[src/rtl/mux_pkg.sv]
// rtl/mux_pkg.sv - shared constants and helpers for the N:1 streaming mux
package mux_pkg;

    localparam logic MODE_FIXED = 1'b0;
    localparam logic MODE_RR    = 1'b1;

    function automatic int unsigned wrap_inc(input int unsigned idx, input int unsigned n);
        return (idx + 32'd1 >= n) ? 32'd0 : idx + 32'd1;
    endfunction

endpackage

[src/rtl/mux_nx1_rr_arb.sv]
// rtl/mux_nx1_rr_arb.sv - combinational round-robin arbiter, search starts after ptr
module rr_arbiter
    import mux_pkg::*;
#(
    parameter int N_CH = 4,
    parameter int SW   = $clog2(N_CH)
) (
    input  logic [N_CH-1:0] req,
    input  logic [SW-1:0]   ptr,
    input  logic            enable,
    output logic [N_CH-1:0] gnt,
    output logic [SW-1:0]   gnt_idx
);

    int unsigned cur;
    logic        found;

    always_comb begin
        gnt     = '0;
        gnt_idx = '0;
        found   = 1'b0;
        cur     = 32'(ptr);
        for (int k = 0; k < N_CH; k++) begin
            cur = wrap_inc(cur, N_CH);
            if (enable && !found && req[cur[SW-1:0]]) begin
                found                = 1'b1;
                gnt[cur[SW-1:0]]     = 1'b1;
                gnt_idx              = cur[SW-1:0];
            end
        end
    end

endmodule

[src/rtl/mux_nx1_rr.sv]
// rtl/mux_nx1_rr.sv - N:1 streaming mux, fixed or round-robin select, registered output
module mux_nx1_rr
    import mux_pkg::*;
#(
    parameter int N_CH = 4,
    parameter int W    = 8,
    parameter int SW   = $clog2(N_CH)
) (
    input  logic              clk,
    input  logic              rst,
    input  logic              mode,
    input  logic [SW-1:0]     sel,
    input  logic [N_CH-1:0]   in_valid,
    input  logic [N_CH*W-1:0] in_data,
    output logic [N_CH-1:0]   in_ready,
    output logic              out_valid,
    output logic [W-1:0]      out_data,
    output logic [SW-1:0]     out_ch,
    input  logic              out_ready,
    output logic              sel_err
);

    logic            out_valid_q, out_valid_d;
    logic [W-1:0]    out_data_q,  out_data_d;
    logic [SW-1:0]   out_ch_q,    out_ch_d;
    logic [SW-1:0]   ptr_q,       ptr_d;
    logic            sel_err_q,   sel_err_d;

    logic            can_accept;
    logic            sel_ok;
    logic            xfer;
    logic [N_CH-1:0] fix_gnt, rr_gnt, gnt;
    logic [SW-1:0]   rr_idx, gnt_idx;
    logic [W-1:0]    gnt_data;

    rr_arbiter #(.N_CH(N_CH), .SW(SW)) u_arb (
        .req     (in_valid),
        .ptr     (ptr_q),
        .enable  (mode == MODE_RR),
        .gnt     (rr_gnt),
        .gnt_idx (rr_idx)
    );

    assign can_accept = !out_valid_q || out_ready;
    assign sel_ok     = 32'(sel) < N_CH;

    always_comb begin
        fix_gnt = '0;
        if (sel_ok && in_valid[sel]) begin
            fix_gnt[sel] = 1'b1;
        end
    end

    assign gnt      = (mode == MODE_RR) ? rr_gnt : fix_gnt;
    assign gnt_idx  = (mode == MODE_RR) ? rr_idx : sel;
    assign in_ready = (rst || !can_accept) ? '0 : gnt;
    assign xfer     = |(in_valid & in_ready);

    always_comb begin
        gnt_data = '0;
        for (int i = 0; i < N_CH; i++) begin
            if (gnt[i]) begin
                gnt_data = in_data[i*W +: W];
            end
        end
    end

    // Load wins over drain so back-to-back beats flow without a bubble.
    always_comb begin
        out_valid_d = out_valid_q;
        out_data_d  = out_data_q;
        out_ch_d    = out_ch_q;
        ptr_d       = ptr_q;
        sel_err_d   = sel_err_q | ((mode == MODE_FIXED) && !sel_ok);
        if (xfer) begin
            out_valid_d = 1'b1;
            out_data_d  = gnt_data;
            out_ch_d    = gnt_idx;
            if (mode == MODE_RR) begin
                ptr_d = gnt_idx;
            end
        end else if (out_ready) begin
            out_valid_d = 1'b0;
        end
    end

    always_ff @(posedge clk) begin
        if (rst) begin
            out_valid_q <= 1'b0;
            out_data_q  <= '0;
            out_ch_q    <= '0;
            ptr_q       <= SW'(N_CH - 1);
            sel_err_q   <= 1'b0;
        end else begin
            out_valid_q <= out_valid_d;
            out_data_q  <= out_data_d;
            out_ch_q    <= out_ch_d;
            ptr_q       <= ptr_d;
            sel_err_q   <= sel_err_d;
        end
    end

    assign out_valid = out_valid_q;
    assign out_data  = out_data_q;
    assign out_ch    = out_ch_q;
    assign sel_err   = sel_err_q;

endmodule

[config.mk]
export PLATFORM = sky130hd
export DESIGN_NAME = mux_nx1_rr
export DESIGN_NICKNAME = d
export VERILOG_FILES = /design/src/rtl/mux_pkg.sv /design/src/rtl/mux_nx1_rr_arb.sv /design/src/rtl/mux_nx1_rr.sv
export SDC_FILE = /design/constraint.sdc
export NUM_CORES = 1
export LEC_CHECK = 0
export BUFFER_PORTS_ARGS = -buffer_cell sky130_fd_sc_hd__buf_4
export CAP_MARGIN = 20
export CORE_UTILIZATION = 40
export CTS_CLUSTER_SIZE = 24
export DETAILED_ROUTE_END_ITERATION = 7
export PLACE_DENSITY = 0.66
export SLEW_MARGIN = 20
export SYNTH_ARGS = -nofsm -noshare
export SYNTH_HDL_FRONTEND = slang
export SYNTH_SLANG_ARGS = --single-unit
[constraint.sdc]
create_clock -name clk -period 3.8 [get_ports clk]
set_input_delay 0.95 -clock clk [delete_from_list [all_inputs] [get_ports clk]]
set_output_delay 0.95 -clock clk [all_outputs]
set_load 0.005 [all_outputs]
Word-level counts from Yosys, hierarchy flattened:

Index checks and enable logic that the tools add are counted.

* logic and storage cells: 93
* bits in registers: 13

* magnitude comparators: 14
* mux-type cells: 45
* bitwise logic cells: 4
* reductions and logical operators: 22
* add/subtract/negate cells: 4

Operator list (number)
* $add 32x1->32 const B: 3
* $ge 32x3->1 const B: 3
* $mux 32: 3
* $mux 8: 4
* $mux 4: 7
* $lt 2x3->1 const B: 5
* $mux 1: 15
* $logic_and 1x1->1: 12
* $mux 2: 6
* $or 4x4->4: 3
* $bmux 1 s2: 5
* $demux 1 s2: 5
* $ge 2x1->1 const B: 5
* $logic_not 1->1: 5
* $and 4x4->4: 1
* $reduce_or 4->1: 1
* $add 2x1->3 const B: 1
* $ge 3x3->1 const B: 1
* $logic_or 1x1->1: 2
* $reduce_and 2->1: 1
* $reduce_bool 2->1: 1

Depth between registers and ports, before layout:

* depth in word-level cells: 24
* mapped depth: 12

Hierarchy:

From an unflattened synthesis, not the netlist that was laid out.

* cells, all modules: 183
* area total of the unflattened synthesis: 1480.2 um^2

Modules (own cells, without submodules)
* mux_nx1_rr: area each 937.1 um^2, times used 1, cells each 112, sequential area each 260.2 um^2
* rr_arbiter: area each 543.0 um^2, times used 1, cells each 71, sequential area each 0.0 um^2

Worst setup path before layout:

Ideal clock, no wire load.

* path type: input -> output
* from: input port in_valid[2]
* to: output port in_ready[2]
* setup slack: 189 ps
* buffers on the path: 3
* arrival time: 2661 ps
* cell stages on the path: 9
* required time: 2850 ps
* cell sequence: buf_6 -> mux4_2 -> clkinv_2 -> nor3_2 -> a211o_1 -> buf_6 -> or2_1 -> buf_6 -> nor2b_1

* longest elaborated chain between the ends: 18

Ends and longest elaborated chain
* start: declaration: RTL line mux_nx1_rr.sv:13 `input logic [N_CH-1:0] in_valid,`
* $bmux 1 s2: RTL line mux_nx1_rr_arb.sv:25 `if (enable && !found && req[cur[SW-1:0]]) begin`
* $mux 1 (implied by the code): RTL line mux_nx1_rr_arb.sv:25
* $logic_and 1x1->1: RTL line mux_nx1_rr_arb.sv:25
* $mux 1: RTL line mux_nx1_rr_arb.sv:25
* $logic_not 1->1: RTL line mux_nx1_rr_arb.sv:25
* $logic_and 1x1->1 (2 in series): RTL line mux_nx1_rr_arb.sv:25
* $mux 1: RTL line mux_nx1_rr_arb.sv:25
* $logic_not 1->1: RTL line mux_nx1_rr_arb.sv:25
* $logic_and 1x1->1 (2 in series): RTL line mux_nx1_rr_arb.sv:25
* $mux 1: RTL line mux_nx1_rr_arb.sv:25
* $logic_not 1->1: RTL line mux_nx1_rr_arb.sv:25
* $logic_and 1x1->1 (2 in series): RTL line mux_nx1_rr_arb.sv:25
* $mux 4: RTL line mux_nx1_rr_arb.sv:25
* $mux 4 (*): RTL line mux_nx1_rr.sv:54 `assign gnt = (mode == MODE_RR) ? rr_gnt : fix_gnt;`
* $mux 4 (*): RTL line mux_nx1_rr.sv:56 `assign in_ready = (rst || !can_accept) ? '0 : gnt;`
* end: declaration: RTL line mux_nx1_rr.sv:15 `output logic [N_CH-1:0] in_ready,`

Mark *: on every way between the ends. The rest lies on a longest branch, timed or not. The select of a mux whose other input is x is not followed.

Worst setup path in the final report:

* from: register ptr_q[1]
* to: output port in_ready[2]

* longest elaborated chain between the ends: 21

Ends and longest elaborated chain
* start: declaration: RTL line mux_nx1_rr.sv:26 `logic [SW-1:0] ptr_q, ptr_d;`
* start signal: assignment: RTL line mux_nx1_rr.sv:92 `ptr_q <= SW'(N_CH - 1);`
* start signal: assignment: RTL line mux_nx1_rr.sv:98 `ptr_q <= ptr_d;`
* $add 2x1->3 (*): RTL line mux_pkg.sv:8 `return (idx + 32'd1 >= n) ? 32'd0 : idx + 32'd1;`
* $ge 3x3->1: RTL line mux_pkg.sv:8
* $mux 32 (*): RTL line mux_pkg.sv:8
* branches (longest 15 deep; another with $add 32x1->32)
* $mux 4 (*): RTL line mux_nx1_rr_arb.sv:25
* $mux 4 (*): RTL line mux_nx1_rr.sv:54
* $mux 4 (*): RTL line mux_nx1_rr.sv:56

Mark *: on every way between the ends. The select of a mux whose other input is x is not followed.

==> impl_metrics.yaml <==
floorplan:
  pin_count: 58
  die_area_sq_mm: 0.004541
  core_area_sq_mm: 0.004058
  row_count: 23
  die_w_microns: 67.39
  fp.dieH_microns: 67.39
  start_util_pct: 42.15
layout:
  finalNonFillerCells: 301
  antenna_cells: 0
  syn2layout_area_growth_pct: 31.24
  drive_above_1_share_pct: 41.83
  nNetsFinal: 301
sta:
  timing_worst_slew_pin_value_ps: 546.4
  skew_ps: 4.290
  rsz0062_at_grt: "false"
  timing.final.crit_period_ps: 3678
  setup_viol: 0
  maxSlewHeadroom_pct: 63.58
  min_period_over_period_pct: 96.80
  slew_viol_final: 0
  hold_viol: 0
  setup_ws_ps: 121.6
  fmax_ghz: 0.2719
  fin_tns_setup_ps: 0
global_route:
  grt_pass1_wl_microns: 7803
  grt_max_degree: 15
  grt_pass1_vias: 1641
  grt-ovfl-total: 0
  antenna_found_initial: 0
  grt_use_total_pct: 23.24
clocking:
  h-tree-depth: 1
  cts_tree: "done"
  clk_latency_ps: 250
  cts.path.max_buffers: 2
  numCtsBuffers: 3
  cts.sinks: 13
  clk_pin_slew_ps: 60
  cts_root_buf: "clkbuf_8"
worst_setup_path:
  cp-startpoint: "ptr_q[1]"
  slowest_delay_ps: 560
  arrival_ps: 2730
  path_buf_inv: 2
  start_kind: "flip-flop"
  critPathTopFamily: "simple AND/OR/NAND/NOR gates"
  reg2reg_from: "ptr_q[1]"
  worstPathCellList: "inv_1 -> ha_4 -> mux4_2 -> and3_2 -> a211o_1 -> or2_1 -> nor2b_1 -> buf_4"
  cp.required_ps: 2850
  cpMaxStageDelayCell: "mux4_2"
  worstSetupEndpointType: "output pin"
  critPathMaxFanout: 5
  crit_type: "flip-flop to output pin"
drt:
  num_vias: 1809
  drt_iter0_drc: 218
  drt_first_pass_iters: 4
  vias_per_cell: 6.010
  ant_nets: 0
  drt-wirelength-per-cell_microns: 17.05
  drc: 0
  wirelength_microns: 5131
yosys:
  syn_inst: 188
  synth.distinct_cells: 62
  yosys_most_used_dff: "dfxtp_1"
  ys_seq_area_share_pct: 15.22
  netlist_area_sq_mm: 0.001710
  syn-num-nets: 237
  muxShareOfSynthArea_pct: 10.53
  synthXorXnorAreaFrac_pct: 0
  yosys_warnings: 0
  synth_top_area_cell: "dfxtp_1"
  synthSimpleGateAreaFrac_pct: 21.65
  synth.area.top_cells: "dfxtp_1 15%, a221oi_1 5.6%, a221oi_2 5.3%"
  synth-compound-area-share_pct: 37.02
  yosys_register_bits: 13
  synth_edf_count: 0
  synth-adder-area-share_pct: 5.121
  postSynthAreaPerCell_sq_um: 9.098
  synthArstFlopShare_pct: 0
  synth_top_area_share_pct: 15.22
  synth_top_family_by_area: "compound AO/OA/AOI/OAI gates"
pwr:
  combPwrFrac_pct: 61.9
  p_total_mw: 0.7745
  p_leak_nw: 0.9594
  switching_share_pct: 40.76
  power_density_mw_per_mm2: 345.1
  intPower_mw: 0.4589
  clkPwrFrac_pct: 16.1
  peakVddDrop_mv: 0.2499
  power_switching_mw: 0.3157
  pwr-share-seq_pct: 22.1
worst_hold_path:
  hold_path.class: "flip-flop to flip-flop"
  hp-start: "out_data[0]"
placement:
  gp_congestion: 0.9155
  dp_cells: 296
  dp_slack_ps: 189.7
  dp_hpwl_microns: 4003
  port_buffers: 56
run:
  cap_violations: 0
run_status:
  status: "finished clean"
==> cell families after synthesis <==
group | count (synthesis)
buf+inv | 27
fa+ha+maj | 7
flops | 13
compound gates | 71
mux | 13
simple gates | 56
other cells | 1
==> layer usage <==
metal | track usage [%] | share of wire [%] | vias to the layer above
met3 | 5.068 | 7.6 | 16
met2 | 36.00 | 46 | 85
met5 | 0 | 0 | -
li1 | - | - | 872
met4 | 10.90 | 3.3 | 0
met1 | 30.44 | 43 | 836
==> tightest hold or removal path, cell delays in order (launching register included) <==
cell      delay (ps)
dfxtp_1          310
inv_1             60
a221oi_2          50
==> cell type report <==
cell class              instances  area [sq um]
multi-input cells             148          1290
flip-flops and latches         13         260.3
inverters                      16         61.31
fillers                       373          1813
repair buffers                 70         525.5
clock buffers                   4         45.04
well taps                      50         62.56
==> placed cells by master, fill, tap and decap left out, drive strengths merged, types with 2 or more instances in the layout <==
cell,instances
o21ai,3
nor4b,8
nor2b,3
o31ai,2
a31oi,2
mux2,4
nand4,3
and2,4
o211a,2
a221oi,17
nor3,4
a21boi,10
o21bai,10
nor4,2
nor2,9
buf,70
and3,4
nand3,2
a21oi,4
dfxtp,13
clkbuf,4
nor4bb,2
nand2,11
mux2i,6
ha,7
inv,15
mux4,3
o311ai,9
==> repair_timing <==
action,in CTS,in global routing
resized for setup,0,3
setup buffers,0,1
setup endpoints to repair,0,2
hold buffers,0,0
==> cell usage after synthesis (2+ instances only) <==
cell type	n
a21boi_0	10
mux2i_1	5
o21bai_1	9
nor4bb_1	2
nor2b_1	3
and2_1	4
nor2_1	8
o311ai_1	8
a221oi_2	6
ha_1	7
nor4b_1	8
a21oi_1	4
nor3_1	2
a31oi_1	2
nand3_1	2
a221oi_1	11
dfxtp_1	13
nand2_1	11
and3_2	2
mux2_2	2
inv_1	14
and3_1	2
buf_6	7
nand4_1	3
mux4_2	3
o211a_1	2
o21ai_0	3
==> sequential cells by signal, summed over array words and instances, names as in the netlist <==
name,flops
out_data,8
out_ch,2
ptr_q,2
out_valid,1
==> power by group through the flow <==
stage,Combinational (mW),Clock (mW),Sequential [mW]
floorplan,0.319,0,0.175
global placement,0.466,0,0.173
detailed placement,0.467,0,0.174
CTS,0.470,0.126,0.171
global route,0.522,0.134,0.173
finish,0.479,0.124,0.171
==> path summary, 6_finish.rpt <==
check | slack, ps | cells after the start | to
max | 120 | 8 | in_ready[2]
min | 460 | 2 | out_data[0]
max reg2reg | 510 | 8 | out_data[7]
min reg2reg | 460 | 2 | out_data[0]
==> metrics by stage <==
stage	utilization, %	cell area, sq um	hold WS, ps
after global placement	53.65	2177	452.2
after CTS	54.76	2222	466.9
after floorplan	-	1710	454.9
after detailed placement	53.65	2177	458.3
after global routing	55.32	2245	478.6
final	55.32	2245	462.7
Note: power is estimated with default switching activity, not from simulation.
